## src/rtl/key_entry_buffer.sv

```systemverilog
// Numeric entry buffer: turns PS/2 make events into BCD digits shifted into a
// DIGITS-wide display buffer, with backspace, clear, enter/commit and repeat filtering.
module key_entry_buffer #(
  parameter int         DIGITS    = 4,
  parameter logic [3:0] BLANK     = 4'hF,
  parameter bit         OVF_SHIFT = 1'b1,
  parameter bit         REPEAT_EN = 1'b0
) (
  input  logic                clk,
  input  logic                rst,
  input  logic                key_valid,
  input  logic [8:0]          last_change,
  input  logic                key_is_down,
  output logic [4*DIGITS-1:0] digits,
  output logic [3:0]          count,
  output logic [4*DIGITS-1:0] value,
  output logic                commit,
  output logic                overflow
);

  localparam int                W         = 4 * DIGITS;
  localparam logic [3:0]        CNT_MAX   = 4'(DIGITS);
  localparam logic [W-1:0]      ALL_BLANK = {DIGITS{BLANK}};

  localparam logic [1:0] ST_EMPTY = 2'd0;
  localparam logic [1:0] ST_ENTRY = 2'd1;
  localparam logic [1:0] ST_FULL  = 2'd2;

  localparam logic [2:0] K_NONE  = 3'd0;
  localparam logic [2:0] K_DIGIT = 3'd1;
  localparam logic [2:0] K_BKSP  = 3'd2;
  localparam logic [2:0] K_ESC   = 3'd3;
  localparam logic [2:0] K_ENTER = 3'd4;

  logic [1:0]   state;
  logic [8:0]   held;
  logic         held_vld;

  logic [2:0]   kind;
  logic [3:0]   dval;
  logic         make_ok;

  logic [1:0]   state_n;
  logic [W-1:0] digits_n;
  logic [W-1:0] value_n;
  logic [3:0]   count_n;
  logic         commit_n;
  logic         overflow_n;
  logic [8:0]   held_n;
  logic         held_vld_n;

  // New digit enters at nibble 0; the oldest falls off the top.
  function automatic logic [W-1:0] shift_in(input logic [W-1:0] v, input logic [3:0] d);
    logic [W+3:0] t;
    t = {v, d};
    return t[W-1:0];
  endfunction

  function automatic logic [W-1:0] shift_out(input logic [W-1:0] v);
    logic [W+3:0] t;
    t = {BLANK, v};
    return t[W+3:4];
  endfunction

  always_comb begin
    kind = K_NONE;
    dval = 4'd0;
    case (last_change)
      9'h045, 9'h070: begin kind = K_DIGIT; dval = 4'd0; end
      9'h016, 9'h069: begin kind = K_DIGIT; dval = 4'd1; end
      9'h01E, 9'h072: begin kind = K_DIGIT; dval = 4'd2; end
      9'h026, 9'h07A: begin kind = K_DIGIT; dval = 4'd3; end
      9'h025, 9'h06B: begin kind = K_DIGIT; dval = 4'd4; end
      9'h02E, 9'h073: begin kind = K_DIGIT; dval = 4'd5; end
      9'h036, 9'h074: begin kind = K_DIGIT; dval = 4'd6; end
      9'h03D, 9'h06C: begin kind = K_DIGIT; dval = 4'd7; end
      9'h03E, 9'h075: begin kind = K_DIGIT; dval = 4'd8; end
      9'h046, 9'h07D: begin kind = K_DIGIT; dval = 4'd9; end
      9'h066:         kind = K_BKSP;
      9'h076:         kind = K_ESC;
      9'h05A, 9'h15A: kind = K_ENTER;
      default:        kind = K_NONE;
    endcase
  end

  assign make_ok = key_valid && key_is_down &&
                   (REPEAT_EN || !(held_vld && (held == last_change)));

  always_comb begin
    state_n    = state;
    digits_n   = digits;
    value_n    = value;
    count_n    = count;
    commit_n   = 1'b0;
    overflow_n = 1'b0;
    held_n     = held;
    held_vld_n = held_vld;

    if (key_valid && !key_is_down && held_vld && (held == last_change))
      held_vld_n = 1'b0;

    if (make_ok) begin
      held_n     = last_change;
      held_vld_n = 1'b1;
      case (kind)
        K_DIGIT: begin
          if (state != ST_FULL) begin
            digits_n = shift_in(digits, dval);
            count_n  = count + 4'd1;
            state_n  = (count + 4'd1 == CNT_MAX) ? ST_FULL : ST_ENTRY;
          end else begin
            overflow_n = 1'b1;
            if (OVF_SHIFT) digits_n = shift_in(digits, dval);
          end
        end
        K_BKSP: begin
          if (state != ST_EMPTY) begin
            digits_n = shift_out(digits);
            count_n  = count - 4'd1;
            state_n  = (count == 4'd1) ? ST_EMPTY : ST_ENTRY;
          end
        end
        K_ESC: begin
          digits_n = ALL_BLANK;
          count_n  = 4'd0;
          state_n  = ST_EMPTY;
        end
        K_ENTER: begin
          if (state != ST_EMPTY) begin
            value_n  = digits;
            commit_n = 1'b1;
            digits_n = ALL_BLANK;
            count_n  = 4'd0;
            state_n  = ST_EMPTY;
          end
        end
        default: ;
      endcase
    end
  end

  always_ff @(posedge clk) begin
    if (rst) begin
      state    <= ST_EMPTY;
      digits   <= ALL_BLANK;
      value    <= ALL_BLANK;
      count    <= 4'd0;
      commit   <= 1'b0;
      overflow <= 1'b0;
      held     <= 9'd0;
      held_vld <= 1'b0;
    end else begin
      state    <= state_n;
      digits   <= digits_n;
      value    <= value_n;
      count    <= count_n;
      commit   <= commit_n;
      overflow <= overflow_n;
      held     <= held_n;
      held_vld <= held_vld_n;
    end
  end

endmodule

```

## config.mk

```make
export PLATFORM = sky130hd
export DESIGN_NAME = key_entry_buffer
export DESIGN_NICKNAME = d
export VERILOG_FILES = /design/src/rtl/key_entry_buffer.sv
export SDC_FILE = /design/constraint.sdc
export NUM_CORES = 1
export LEC_CHECK = 0
export BUFFER_PORTS_ARGS = -buffer_cell sky130_fd_sc_hd__clkbuf_2
export CAP_MARGIN = 10
export CORE_MARGIN = 4
export CORE_UTILIZATION = 40
export CTS_BUF_LIST = sky130_fd_sc_hd__clkbuf_2 sky130_fd_sc_hd__clkbuf_4 sky130_fd_sc_hd__clkbuf_8
export DETAILED_ROUTE_END_ITERATION = 6
export PLACE_DENSITY_LB_ADDON = 0.1
export SLEW_MARGIN = 20
export SYNTH_ARGS = -nofsm -noshare
export SYNTH_HDL_FRONTEND = slang
export SYNTH_SLANG_ARGS = --single-unit
```

## constraint.sdc

```tcl
create_clock -name clk -period 2.8 [get_ports clk]
set_input_delay 0.28 -clock clk [delete_from_list [all_inputs] [get_ports clk]]
set_output_delay 0.28 -clock clk [all_outputs]
set_load 0.01 [all_outputs]
```

==> out/metrics.yaml, run 1 <==
timing:
  slew_viol_final: 0
  worst_pin_slew_ns: 0.913
  skew_ns: 0.00419
  min_period_ns: 2.35
  fin_crit_sh: 0.840
  fmax_mhz: 425
  tns_ns: 0
  final-setup-viol-count: 0
  slew_headroom: 0.389
  rsz0062_at_grt: "no"
  final-hold-violation-count: 0
floorplanning:
  ios: 51
  dieArea_sq_um: 8030
  num_rows: 29
  initial_core_util: 0.415
  die_y_um: 89.6
  die_w_um: 89.6
  fp.coreArea_sq_um: 6420
critical_path:
  cp-endpoint: "count[2]"
  reg2regPathDepth: 9
  start_kind: "primary input"
  crit_path_start: "last_change[8]"
  reg2reg_from: "held[1]"
  r2r_setup_slack_ns: 0.78
  cp_max_fo: 7
  cp.required_ns: 2.98
  arrival_ns: 2.53
  rr_endpoint: "digits[4]"
  endpoint_kind: "register"
  critical_path_class: "primary input to register"
hold_path:
  min_path_type: "primary input to register"
place:
  dp_hpwl_um: 4890
  io_buffers: 50
  gp_congestion: 0.927
cells_and_area:
  final_nets: 384
  syn_to_final_growth_pct: 19.7
  final_util: 0.496
  diodes: 0
  drive_gt1_frac: 0.242
  mostFrequentLayoutCells: "50 x dfxtp_1, 50 x clkbuf_2, 34 x nand2_1"
clock_tree:
  cts_tree: "done"
  h-tree-depth: 2
  cts_max_path_buffers: 2
  hold_buffers: 0
  numClockSinks: 50
  cts.clk_slew.worst_paths_ns: 0.09
  post_cts_resized: 0
  cts_buffers: 5
  cts-root-buf: "clkbuf_8"
  cts_setup_buffers: 0
  clkLatencyLatePin_ns: 0.30
yosys:
  synth_top_family_by_area: "simple AND/OR/NAND/NOR gates"
  synthCells: 312
  synth_fa_ha_area_frac: 0.0188
  synth_top_area_cell: "dfxtp_1"
  synthArstFlopShare: 0
  muxShareOfSynthArea: 0.0827
  synth-compound-area-share: 0.186
  yosysWarnings: 0
  synthTopCellsByArea: "dfxtp_1 38%, mux2i_1 8.3%, nand2_1 4.8%"
  ys_seq_elements: 50
  avgSynthCellArea_sq_um: 8.54
  synth-edff-count: 0
  ys_seq_area_frac: 0.376
  synth.distinct_cells: 59
  synth-main-ff-cell: "dfxtp_1"
  syn_nets: 329
  syn_area_sq_um: 2660
  synth-xor-area-share: 0.0362
  synth_top_area_frac: 0.376
  synthSimpleGateAreaFrac: 0.250
pwr:
  cellLeakagePower_nw: 1.20
  power_density_nw_per_um2: 432
  ir_drop_uv: 259
detailed_routing:
  wl_per_cell_um: 15.6
  drc: 0
  via_count: 2475
  ant_nets: 0
  drt-total-wl_um: 6920
  drt_iter0_markers: 147
  routed_via_density: 5.56
  dr.pass1.iters: 4
global_routing:
  grt.total_usage: 0.184
  grt_max_degree: 30
  overflow: 0
  grt_pass1_vias: 2235
  grt_pass1_wl_um: 11500
  antenna_found_initial: 0
flow_run:
  max-cap-violations: 0
outcome:
  run_status: "completed"
-- worst max-delay path, stage by stage --
cell       delay [ns]
clkbuf_2         0.09
or3b_4           0.43
or3_1            0.36
o32a_1           0.33
o2111ai_2        0.18
o21bai_1         0.11
a21o_1           0.24
o311ai_0         0.38
o41ai_1          0.12
-- per-stage QoR --
stage	instances	area (sq um)	hold WS, ns	setup slack, ns	power [mW]
2_1_floorplan	312	2660	0.441	0.361	0.827
3_5_place_dp	437	3070	0.459	0.154	0.872
4_1_cts	445	3190	0.256	0.456	1.39
6_report	445	3190	0.265	0.448	1.38
5_1_grt	445	3190	0.261	0.240	1.44
3_3_place_gp	437	3070	0.453	0.116	0.873
-- state kept, by name, indices dropped and copies added (netlist names) --
signal    count
overflow      1
held          9
count         4
commit        1
value        16
held_vld      1
state         2
digits       16
-- logic make-up after synthesis --
group / count (synthesis)
xor+xnor: 11
fa+ha+maj: 4
simple gates: 128
compound gates: 68
buf+inv: 29
flops: 50
mux: 22
-- how the worst min path moves through the flow --
| stage | endpoint | startpoint | cells after the start |
|---|---|---|---|
| floorplan | held[4] | key_valid | 2 |
| global placement | value[0] | value[0] | 2 |
| detailed placement | value[14] | value[14] | 2 |
| CTS | held[0] | key_is_down | 3 |
| global route | held[4] | key_is_down | 3 |
| finish | held[0] | key_is_down | 3 |
-- power by group --
group	internal [mW]	switching, mW	total (mW)
clock	0.277	0.244	0.520
sequential	0.719	0.00604	0.725
combinational	0.0544	0.0769	0.131
total	1.05	0.327	1.38
-- area by class of cell --
class,count,area (sq um)
multi-input cells,233,1530
fillers,624,3230
flip-flops and latches,50,1000
repair buffers,72,428
inverters,5,18.8
clock buffers,6,76.3
well taps,77,96.3
clock inverters,2,37.5
-- synthesized netlist by cell type, types with 3 or more instances --
cell       n
nor3b_1    7
nand3_1    8
nand4b_1   3
or3_1      5
xor2_1     4
o21ai_0    7
a211oi_1   5
inv_1      5
mux2i_1   22
nor2_1    25
a221oi_1   8
a21oi_1   20
nor4_1     3
clkbuf_1  10
xnor2_1    7
dfxtp_1   50
nand2_1   34
ha_1       4
nor3_1    21
nand2b_1   5
buf_2     10
-- metal layers --
metal	GRT usage	routed length [um]	up-vias
li1	-	-	1259
met1	0.273	3430	1137
met2	0.274	3100	74
met3	0.0328	326	5
met4	0.0487	63	0
met5	0	0	-
Power figures use the tool's default switching activity.
==> inputs of run 2 (changes only) <==
--- a/config.mk
+++ b/config.mk
@@ -5,6 +5,7 @@
 export SDC_FILE = /design/constraint.sdc
 export NUM_CORES = 1
 export LEC_CHECK = 0
+export ABC_AREA = 1
 export BUFFER_PORTS_ARGS = -buffer_cell sky130_fd_sc_hd__clkbuf_2
 export CAP_MARGIN = 10
 export CORE_MARGIN = 4
==> constraint.sdc (replaced) <==
create_clock -name clk -period 2.3 [get_ports clk]
set_input_delay 0.23 -clock clk [delete_from_list [all_inputs] [get_ports clk]]
set_output_delay 0.23 -clock clk [all_outputs]
set_load 0.01 [all_outputs]
==> run 2 against run 1 <==
Net effect: global-route usage down 1.3 points; non-clock buffer count down 19; design area down 3.8%; total power up 14%; cell count up 18%; critical path type is now register to register.
==> out/metrics.yaml, run 2 <==
critical_path:
  endpoint_kind: "register"
  slowest_stage: "nor2_2"
  cp_max_fo: 18  # +11
  critical_path_class: "register to register"
  cpPeakStageDelay_ns: 0.52  # +0.09 ns
  path_cells: "xnor2_1 > nand3_1 > nor2_1 > nand3_2 > nand3b_1 > nor2_2 > inv_2 > nand2_1 > o211ai_1"
  crit_family: "simple AND/OR/NAND/NOR gates"
  cp.required_ns: 2.48  # -0.50 ns
  start_kind: "register"
  arrival_ns: 2.14  # -0.39 ns
  path_buf_inv: 1  # unchanged
floorplanning:
  die_y_um: 90.1  # +0.51%
  initial_core_util: 0.417  # +0.00232
  ios: 51  # unchanged
  fp.coreArea_sq_um: 6460  # +0.56%
  dieArea_sq_um: 8110  # +1.0%
  num_rows: 29  # unchanged
  die_w_um: 90.1  # +0.51%
clock_tree:
  numClockSinks: 50  # unchanged
  hold_buffers: 0  # unchanged
  h-tree-depth: 2  # unchanged
  cts-root-buf: "clkbuf_8"
  cts_setup_buffers: 0  # unchanged
  cts_tree: "done"
  cts_max_path_buffers: 2  # unchanged
  clkLatencyLatePin_ns: 0.30  # about the same
  cts_buffers: 5  # unchanged
  post_cts_resized: 0  # unchanged
  cts.clk_slew.worst_paths_ns: 0.09  # about the same
timing:
  rsz0062_at_grt: "no"
  slew_headroom: 0.565  # +0.176
  final-hold-violation-count: 0  # unchanged
  slew_viol_final: 0  # unchanged
  fin_crit_sh: 0.854
  skew_ns: 0.00709  # +0.00290 ns
  final-setup-viol-count: 0  # unchanged
  min_period_ns: 1.96
  tns_ns: 0  # unchanged
  fmax_mhz: 509
  worst_pin_slew_ns: 0.652  # -0.261 ns
yosys:
  synthTopCellsByArea: "dfxtp_1 37%, nand2_1 20%, nand3_1 7.8%"
  synth_top_area_cell: "dfxtp_1"
  yosysWarnings: 0  # unchanged
  avgSynthCellArea_sq_um: 6.67  # -22%
  ys_top_cells_by_count: "140 x nand2_1, 50 x dfxtp_1, 42 x nand3_1, 41 x nor2_1, 27 x a21oi_1"
  synth-main-ff-cell: "dfxtp_1"
  synth.distinct_cells: 29  # -51%
  synth-edff-count: 0  # unchanged
  synthArstFlopShare: 0  # unchanged
  syn_nets: 421  # +28%
  synth.most_common_cell: "nand2_1"
  synth_top_area_frac: 0.372  # -0.00419
  synthCells: 404  # +29%
  ys_seq_area_frac: 0.372  # -0.00419
  ys_seq_elements: 50  # unchanged
  syn_area_sq_um: 2690  # +1.1%
outcome:
  run_status: "completed"
detailed_routing:
  drt_iter0_markers: 154  # +4.8%
  ant_nets: 0  # unchanged
  via_count: 2629  # +6.2%
  routed_via_density: 4.99  # -10%
  drc: 0  # unchanged
  dr.pass1.iters: 4  # unchanged
  wl_per_cell_um: 12.9  # -17%
  drt-total-wl_um: 6790  # -1.9%
cells_and_area:
  fillCellCount: 699  # +12%
  top_regs: "digits (16), value (16), held (9)"
  final_nets: 467  # +22%
  layout_commonest_cell: "nand2_1"
  mostFrequentLayoutCells: "140 x nand2_1, 50 x dfxtp_1, 50 x clkbuf_2"
  fin_area_sq_um: 3070  # -3.8%
  drive_gt1_frac: 0.193  # -0.0485
  syn_to_final_growth_pct: 13.9
  diodes: 0  # unchanged
global_routing:
  grt.total_usage: 0.171  # -0.0132
  grt_pass1_wl_um: 11800  # +1.9%
  overflow: 0  # unchanged
  grt_pass1_vias: 2410  # +7.8%
  grt_max_degree: 34  # +13%
  antenna_found_initial: 0  # unchanged
place:
  gp_congestion: 0.871  # -6.0%
  placed_cell_area_sq_um: 2990  # -2.9%
  io_buffers: 50  # unchanged
  dp_hpwl_um: 5000  # +2.3%
pwr:
  power_density_nw_per_um2: 511  # +18%
  cellLeakagePower_nw: 1.58  # +32%
  ir_drop_uv: 217  # -16%
hold_path:
  min_path_type: "primary input to register"
flow_run:
  max-cap-violations: 0  # unchanged
-- run 2: cell count changes in the layout (fill, tap and decap cells not counted), sizes merged, moves of 19 or more --
cell / previous run / this run
inv: 5 / 29
nand3: 8 / 45
mux2i: 22 / 0
buf: 22 / 3
nor3: 21 / 1
nand2: 34 / 145
nor2: 25 / 51
-- run 2: power breakdown --
part | switching [mW] | internal, mW | total [mW]
logic | 0.100 | 0.0535 | 0.154
clock network | 0.304 | 0.211 | 0.515
registers | 0.0158 | 0.883 | 0.899
-- run 2: path summary, 6_finish.rpt --
path              cells past startpoint  slack [ns]       end        start
setup / recovery                      9        0.34  value[7]      held[1]
hold / removal                        3        0.18  held_vld  key_is_down
setup reg to reg                      9        0.34  value[7]      held[1]
hold reg to reg                       2        0.47  value[4]     value[4]
-- run 2: per-stage QoR --
stage / cells / setup slack (ns) / hold WS (ns) / util / power [mW]
floorplan: 404 / 0.733 / 0.369 / - / 1.02
global placement: 520 / 0.212 / 0.441 / 0.462 / 1.07
detailed placement: 520 / 0.224 / 0.447 / 0.462 / 1.07
CTS: 527 / 0.314 / 0.178 / 0.475 / 1.59
global route: 527 / 0.0714 / 0.203 / 0.475 / 1.65
finish: 527 / 0.337 / 0.183 / 0.475 / 1.57
-- run 2: worst min-delay path, cell delays in order --
cell and delay [ns]:
clkbuf_2 0.08, nand2_1 0.07, a21oi_1 0.06
-- run 2: final cells by class --
| cell class | instances | area [sq um] | area share |
|---|---|---|---|
| multi-input cells | 312 | 1510 | 0.491 |
| flip-flops and latches | 50 | 1000 | 0.326 |
| repair buffers | 53 | 273 | 0.0889 |
| inverters | 28 | 110 | 0.0359 |
| well taps | 77 | 96.3 | 0.0314 |
| clock buffers | 5 | 68.8 | 0.0224 |
| clock inverters | 2 | 13.8 | 0.00449 |
-- run 2: metal layers --
| layer | up-vias | global-route usage | share of wire |
|---|---|---|---|
| met5 | - | 0 | 0 |
| met4 | 0 | 0.0344 | 0.0075 |
| met3 | 6 | 0.0359 | 0.043 |
| met2 | 51 | 0.253 | 0.42 |
| met1 | 1186 | 0.255 | 0.52 |
| li1 | 1386 | - | - |
-- run 2: kinds of logic after synthesis --
kind of cell	Yosys count	share of synthesized area
XOR/XNOR	13	0.0423
flip-flops	50	0.372
AND/OR/NAND/NOR	249	0.409
buffers and inverters	42	0.0697
AO/OA/AOI/OAI	46	0.0887
adder cells (fa/ha/maj)	4	0.0186
